$ cat src/rtl/sample_scheduler_if.sv
// sample_scheduler_if: run control, converter handshake and sample stream of sample_scheduler
interface sample_scheduler_if #(
  parameter int WORD_LENGTH = 16,
  parameter int CHANNELS = 4,
  parameter int CH_W = CHANNELS > 1 ? $clog2(CHANNELS) : 1
);
  logic enable_i;
  logic [CHANNELS-1:0] channel_mask_i;
  logic conv_start_o;
  logic [CH_W-1:0] conv_channel_o;
  logic conv_done_i;
  logic [WORD_LENGTH-1:0] conv_data_i;
  logic sample_valid_o;
  logic sample_ready_i;
  logic [WORD_LENGTH-1:0] sample_data_o;
  logic [CH_W-1:0] sample_channel_o;
  logic busy_o;
  logic overrun_o;
`ifdef SAMPLE_SCHEDULER_TIMEOUT_EN
  logic timeout_o;
`endif
  modport master (
    input enable_i, channel_mask_i, conv_done_i, conv_data_i, sample_ready_i,
    output conv_start_o, conv_channel_o, sample_valid_o, sample_data_o, sample_channel_o, busy_o, overrun_o
`ifdef SAMPLE_SCHEDULER_TIMEOUT_EN
    , timeout_o
`endif
  );
  modport slave (
    output enable_i, channel_mask_i, conv_done_i, conv_data_i, sample_ready_i,
    input conv_start_o, conv_channel_o, sample_valid_o, sample_data_o, sample_channel_o, busy_o, overrun_o
`ifdef SAMPLE_SCHEDULER_TIMEOUT_EN
    , timeout_o
`endif
  );
endinterface

$ cat src/rtl/sample_scheduler.sv
// sample_scheduler: frame-rate prescaler walking a channel mask through a converter; SAMPLE_SCHEDULER_TIMEOUT_EN adds a conversion watchdog
module sample_scheduler #(
  parameter int WORD_LENGTH = 16,
  parameter int SYSTEM_FREQUENCY = 100000000,
  parameter int SAMPLING_FREQUENCY = 1000000,
  parameter int CHANNELS = 4,
  parameter int TIMEOUT_CYCLES = 1024
) (
  input logic clock_i,
  input logic reset_i,
  sample_scheduler_if.master bus
);
  localparam int DIV = SYSTEM_FREQUENCY / SAMPLING_FREQUENCY;
  localparam int CH_W = CHANNELS > 1 ? $clog2(CHANNELS) : 1;
  if (DIV < 2 || longint'(DIV) > (64'd1 << WORD_LENGTH) || TIMEOUT_CYCLES < 1) begin : bad_config
    $error("sample_scheduler: invalid configuration");
  end
  typedef enum logic [1:0] {IDLE, START, WAIT, OUTPUT} state_t;
  state_t state, state_nxt;
  logic [WORD_LENGTH-1:0] count, data;
  logic [CHANNELS-1:0] pending;
  logic [CH_W-1:0] channel, sample_channel;
  logic tick, load, advance, expired, overrun;
  function automatic logic [CH_W-1:0] lowest(input logic [CHANNELS-1:0] m);
    lowest = '0;
    for (int i = CHANNELS - 1; i >= 0; i--) if (m[i]) lowest = CH_W'(i);
  endfunction
  assign tick = bus.enable_i && count == WORD_LENGTH'(DIV - 1);
  assign load = state == IDLE && tick && |bus.channel_mask_i;
  assign advance = (state == OUTPUT && bus.sample_ready_i) || expired;
`ifdef SAMPLE_SCHEDULER_TIMEOUT_EN
  localparam int WD_W = $clog2(TIMEOUT_CYCLES + 1);
  logic [WD_W-1:0] watchdog;
  logic timeout;
  assign expired = state == WAIT && !bus.conv_done_i && watchdog == WD_W'(TIMEOUT_CYCLES - 1);
  always_ff @(posedge clock_i) begin
    watchdog <= reset_i || state != WAIT ? '0 : watchdog + 1'b1;
    timeout <= !reset_i && bus.enable_i && (timeout || expired);
  end
  assign bus.timeout_o = timeout;
`else
  assign expired = 1'b0;
`endif
  always_ff @(posedge clock_i) state <= reset_i ? IDLE : state_nxt;
  always_comb begin
    state_nxt = state;
    case (state)
      IDLE: state_nxt = load ? START : IDLE;
      START: state_nxt = WAIT;
      WAIT: state_nxt = bus.conv_done_i ? OUTPUT : expired ? (|pending ? START : IDLE) : WAIT;
      OUTPUT: state_nxt = bus.sample_ready_i ? (|pending ? START : IDLE) : OUTPUT;
      default: state_nxt = IDLE;
    endcase
    if (!bus.enable_i) state_nxt = IDLE;
  end
  // pending holds the channels of this frame not yet started; clearing its lowest bit walks upward
  always_ff @(posedge clock_i) begin
    if (reset_i) begin
      count <= '0;
      pending <= '0;
      channel <= '0;
      data <= '0;
      sample_channel <= '0;
      overrun <= 1'b0;
    end else begin
      count <= !bus.enable_i || tick ? '0 : count + 1'b1;
      overrun <= bus.enable_i && (overrun || (tick && state != IDLE));
      if (load) begin
        channel <= lowest(bus.channel_mask_i);
        pending <= bus.channel_mask_i & (bus.channel_mask_i - 1'b1);
      end else if (advance && |pending) begin
        channel <= lowest(pending);
        pending <= pending & (pending - 1'b1);
      end
      if (state == WAIT && bus.conv_done_i) begin
        data <= bus.conv_data_i;
        sample_channel <= channel;
      end
    end
  end
  assign bus.conv_start_o = state == START;
  assign bus.conv_channel_o = channel;
  assign bus.sample_valid_o = state == OUTPUT;
  assign bus.sample_data_o = data;
  assign bus.sample_channel_o = sample_channel;
  assign bus.busy_o = state != IDLE;
  assign bus.overrun_o = overrun;
endmodule

$ cat src/flat_wrapper.sv
// flat-port wrapper written by rule: the top's interface ports become plain ports
module sample_scheduler_flat 
#(
  parameter int WORD_LENGTH = 16,
  parameter int SYSTEM_FREQUENCY = 100000000,
  parameter int SAMPLING_FREQUENCY = 1000000,
  parameter int CHANNELS = 4,
  parameter int TIMEOUT_CYCLES = 1024
)
  (clock_i, reset_i, bus_enable_i, bus_channel_mask_i, bus_conv_done_i, bus_conv_data_i, bus_sample_ready_i, bus_conv_start_o, bus_conv_channel_o, bus_sample_valid_o, bus_sample_data_o, bus_sample_channel_o, bus_busy_o, bus_overrun_o);
  sample_scheduler_if #(.WORD_LENGTH(WORD_LENGTH), .CHANNELS(CHANNELS)) bus_i ();
  input logic clock_i;
  input logic reset_i;
  input wire logic [$bits(bus_i.enable_i)-1:0] bus_enable_i;
  input wire logic [$bits(bus_i.channel_mask_i)-1:0] bus_channel_mask_i;
  input wire logic [$bits(bus_i.conv_done_i)-1:0] bus_conv_done_i;
  input wire logic [$bits(bus_i.conv_data_i)-1:0] bus_conv_data_i;
  input wire logic [$bits(bus_i.sample_ready_i)-1:0] bus_sample_ready_i;
  output wire logic [$bits(bus_i.conv_start_o)-1:0] bus_conv_start_o;
  output wire logic [$bits(bus_i.conv_channel_o)-1:0] bus_conv_channel_o;
  output wire logic [$bits(bus_i.sample_valid_o)-1:0] bus_sample_valid_o;
  output wire logic [$bits(bus_i.sample_data_o)-1:0] bus_sample_data_o;
  output wire logic [$bits(bus_i.sample_channel_o)-1:0] bus_sample_channel_o;
  output wire logic [$bits(bus_i.busy_o)-1:0] bus_busy_o;
  output wire logic [$bits(bus_i.overrun_o)-1:0] bus_overrun_o;
  assign bus_i.enable_i = bus_enable_i;
  assign bus_i.channel_mask_i = bus_channel_mask_i;
  assign bus_i.conv_done_i = bus_conv_done_i;
  assign bus_i.conv_data_i = bus_conv_data_i;
  assign bus_i.sample_ready_i = bus_sample_ready_i;
  assign bus_conv_start_o = bus_i.conv_start_o;
  assign bus_conv_channel_o = bus_i.conv_channel_o;
  assign bus_sample_valid_o = bus_i.sample_valid_o;
  assign bus_sample_data_o = bus_i.sample_data_o;
  assign bus_sample_channel_o = bus_i.sample_channel_o;
  assign bus_busy_o = bus_i.busy_o;
  assign bus_overrun_o = bus_i.overrun_o;
  sample_scheduler #(.WORD_LENGTH(WORD_LENGTH), .SYSTEM_FREQUENCY(SYSTEM_FREQUENCY), .SAMPLING_FREQUENCY(SAMPLING_FREQUENCY), .CHANNELS(CHANNELS), .TIMEOUT_CYCLES(TIMEOUT_CYCLES)) u_core (.clock_i(clock_i), .reset_i(reset_i), .bus(bus_i));
endmodule
$ cat config.mk
export PLATFORM = sky130hd
export DESIGN_NAME = sample_scheduler_flat
export DESIGN_NICKNAME = d
export VERILOG_FILES = /design/src/rtl/sample_scheduler_if.sv /design/src/rtl/sample_scheduler.sv /design/src/flat_wrapper.sv
export SDC_FILE = /design/constraint.sdc
export NUM_CORES = 1
export LEC_CHECK = 0
export CAP_MARGIN = 5
export CORE_ASPECT_RATIO = 1.25
export CORE_MARGIN = 2
export CORE_UTILIZATION = 35
export CTS_CLUSTER_SIZE = 10
export DETAILED_ROUTE_END_ITERATION = 10
export GPL_TIMING_DRIVEN = 0
export PLACE_DENSITY = 0.71
export SLEW_MARGIN = 20
export SYNTH_ARGS = -nofsm -noshare
export SYNTH_HDL_FRONTEND = slang
export SYNTH_SLANG_ARGS = --single-unit
$ cat constraint.sdc
create_clock -name clock_i -period 1.8 [get_ports clock_i]
set_input_delay 0.27 -clock clock_i [delete_from_list [all_inputs] [get_ports clock_i]]
set_output_delay 0.27 -clock clock_i [all_outputs]
set_load 0.005 [all_outputs]
==> reports/metrics.cfg <==
[hold_path]
whs_path_depth = 2
min_path_type = flop to flop

[detailed_routing]
ant_nets = 0
dr.first_iter.drc_count = 72
drc = 0
drt-pass1-iter-count = 4
via_per_inst = 5.15
num_vias = 1703
route.final.wire_length_mm = 4.16
wire_per_inst_um = 12.6

[sta]
finalSetupViolations = 0
finalCritPeriodShare_pct = 94.6
relSlewSlack_pct = 68.0
hold_viol = 0
clock_skew_ps = 8.19
min_period_ps = 1700
worst_slack_ps = 97.9
final_max_slew_viol_count = 0
fmax_mhz = 588
tightest_slew_ps = 479

[pwr]
p_leak_nw = 0.833
ir_drop_uv = 410
p_per_area_nw_per_um2 = 769
p_total_mw = 1.93

[placement]
port_buffers = 48
place_area_um2 = 2310
dpl.cell_count = 323
pre_cts_ws_ps = -233
gp_congestion = 0.794
place_hpwl_mm = 2.90

[logic_synthesis]
syn_nets = 241
synth-main-ff-cell = dfxtp_1
synth_edf_count = 0
syn_area_um2 = 1760
synth_seq_cells = 42
synth_cells = 215
ys_seq_area_share_pct = 47.8
ys_warn_count = 0
synthArstFlopShare_pct = 0
synth.distinct_cells = 36
syn_area_per_cell_um2 = 8.18

[cts]
numCtsBuffers = 5
holdBufCountCts = 0
path_clk_slew_ps = 90
htreeDepth = 2
clockRootBuffer = clkbuf_8
clkLatencyLatePin_ps = 300
cts.sinks = 42
cts_tree = done
cts_buffer_depth = 2

[grt]
antenna_found_initial = 0
grt_max_degree = 15
first_global_vias = 1568
grt.overflow.total = 0
track_usage_pct = 15.7
grt_pass1_wl_mm = 6.91

[worst_setup_path]
cp-end-kind = primary output
r2r_slack_ps = 110
startpoint_type = flop
rr_worst_depth = 6
worstPathMaxFanout = 8
cp.required_ps = 1530
crit_arrival_ps = 1430
critical_path_class = flop to primary output

[cells_and_area]
drive_gt1_share_pct = 10.3
fin_cells = 331
fillerInstances = 447
multi_input_comb_area_um2 = 920
diodes = 0
ff_latch_area_um2 = 845
layout.nets = 296
layout_commonest_cell = clkdlybuf4s50_1
fin_area_um2 = 2510
final_cell_mix = 48 x clkdlybuf4s50_1, 47 x nand2_1, 39 x dfxtp_1, 29 x a21oi_1, 18 x nor2_1
area_delta_synth_final_pct = 42.5

[die]
fp.dieH_um = 83.3
core_um2 = 4800
initial_core_util_pct = 36.7
die_w_um = 67.4
dieArea_um2 = 5610
rows = 28
ios = 49

[run_status]
status = complete, no violations

[job]
maxCapViolCount = 0

[registers in the layout, indices dropped and copies added, names as in the netlist]
| register | count |
|---|---|
| u_core.pending | 3 |
| u_core.bus.sample_channel_o | 2 |
| u_core.bus.overrun_o | 1 |
| u_core.bus.conv_channel_o | 2 |
| u_core.bus.sample_data_o | 16 |
| u_core.count | 16 |
| u_core.state | 2 |
[synth_stat cells, types with 2 or more instances]
cell | count | share of area [%]
nor3b_1 | 3 | 1.3
nand2_1 | 47 | 10
nand4_1 | 5 | 1.8
or4_1 | 3 | 1.3
o21ai_0 | 5 | 1.4
xor2_1 | 7 | 3.5
xnor2_1 | 4 | 2.0
or3_1 | 2 | 0.71
dfxtp_1 | 42 | 48
o31ai_1 | 2 | 0.85
nor4_1 | 4 | 1.4
and3_1 | 2 | 0.71
inv_1 | 4 | 0.85
o21a_1 | 2 | 0.85
and4_1 | 2 | 1.0
nand3_1 | 8 | 2.3
nor2_1 | 19 | 4.1
and2_1 | 2 | 0.71
clkbuf_1 | 6 | 1.3
or2_2 | 2 | 0.71
a21oi_1 | 29 | 8.3
[path summary, 6_finish.rpt]
path                                       startpoint                                  endpoint
max                        u_core.state[0]$_SDFF_PP0_                                bus_busy_o
min          u_core.bus.sample_data_o[8]$_SDFFE_PP0P_  u_core.bus.sample_data_o[8]$_SDFFE_PP0P_
max reg2reg                u_core.count[0]$_SDFF_PP0_               u_core.count[10]$_SDFF_PP0_
min reg2reg  u_core.bus.sample_data_o[8]$_SDFFE_PP0P_  u_core.bus.sample_data_o[8]$_SDFFE_PP0P_
[cell type report]
type	count	share of cell area, %
inverters	4	0.599
clock buffers	5	2.75
repair buffers	49	19.5
flip-flops and latches	42	33.7
plain buffers	6	1.05
multi-input cells	162	36.7
clock inverters	3	2.75
well taps	60	3.00
[report_power, final]
| group | leakage (nW) | switching [mW] | internal [mW] | total (mW) |
|---|---|---|---|---|
| sequential | 0.340 | 0.00200 | 0.930 | 0.932 |
| combinational | 0.425 | 0.0376 | 0.0550 | 0.0926 |
| clock | 0.0683 | 0.346 | 0.556 | 0.902 |
[critical path, stage by stage, from the launching register on]
cell             delay [ps]
dfxtp_2                 360
or2_2                   320
clkdlybuf4s50_1         450
[per-layer routing]
metal,wire [um],global-route usage (%),share of wire (%),up-vias
li1,-,-,-,857
met5,0,0,0,-
met2,2060,27.5,50,49
met3,285,4.88,6.9,9
met1,1720,16.8,41,788
met4,88,6.68,2.1,0
[per-stage QoR]
step / hold slack (ps) / setup TNS (ps) / util (%)
3_3_place_gp: 442 / -3180 / 48.2
2_1_floorplan: 339 / 0 / -
6_report: 456 / 0 / 52.2
5_1_grt: 470 / -9.77 / 52.2
4_1_cts: 459 / 0 / 51.2
3_5_place_dp: 446 / -3650 / 48.2
[logic make-up (layout without fill, tap and decap cells)]
family          count (synthesis)  after routing  synth area share (%)
simple gates                  107            107                  29.9
compound gates                 42             42                  13.2
flops                          42             42                  47.8
xor+xnor                       11             11                  5.48
buf+inv                        11             67                  2.42
fa+ha+maj                       1              1                 0.711
mux                             1              1                 0.569
[what timing repair did]
action / 4_1_cts / 5_1_grt
gates cloned: 0 / 0
hold endpoints to repair: 0 / 0
buffers inserted: 0 / 1
endpoints found under the setup margin: 10 / 27
resized for setup: 1 / 14
Power figures use the tool's default switching activity.
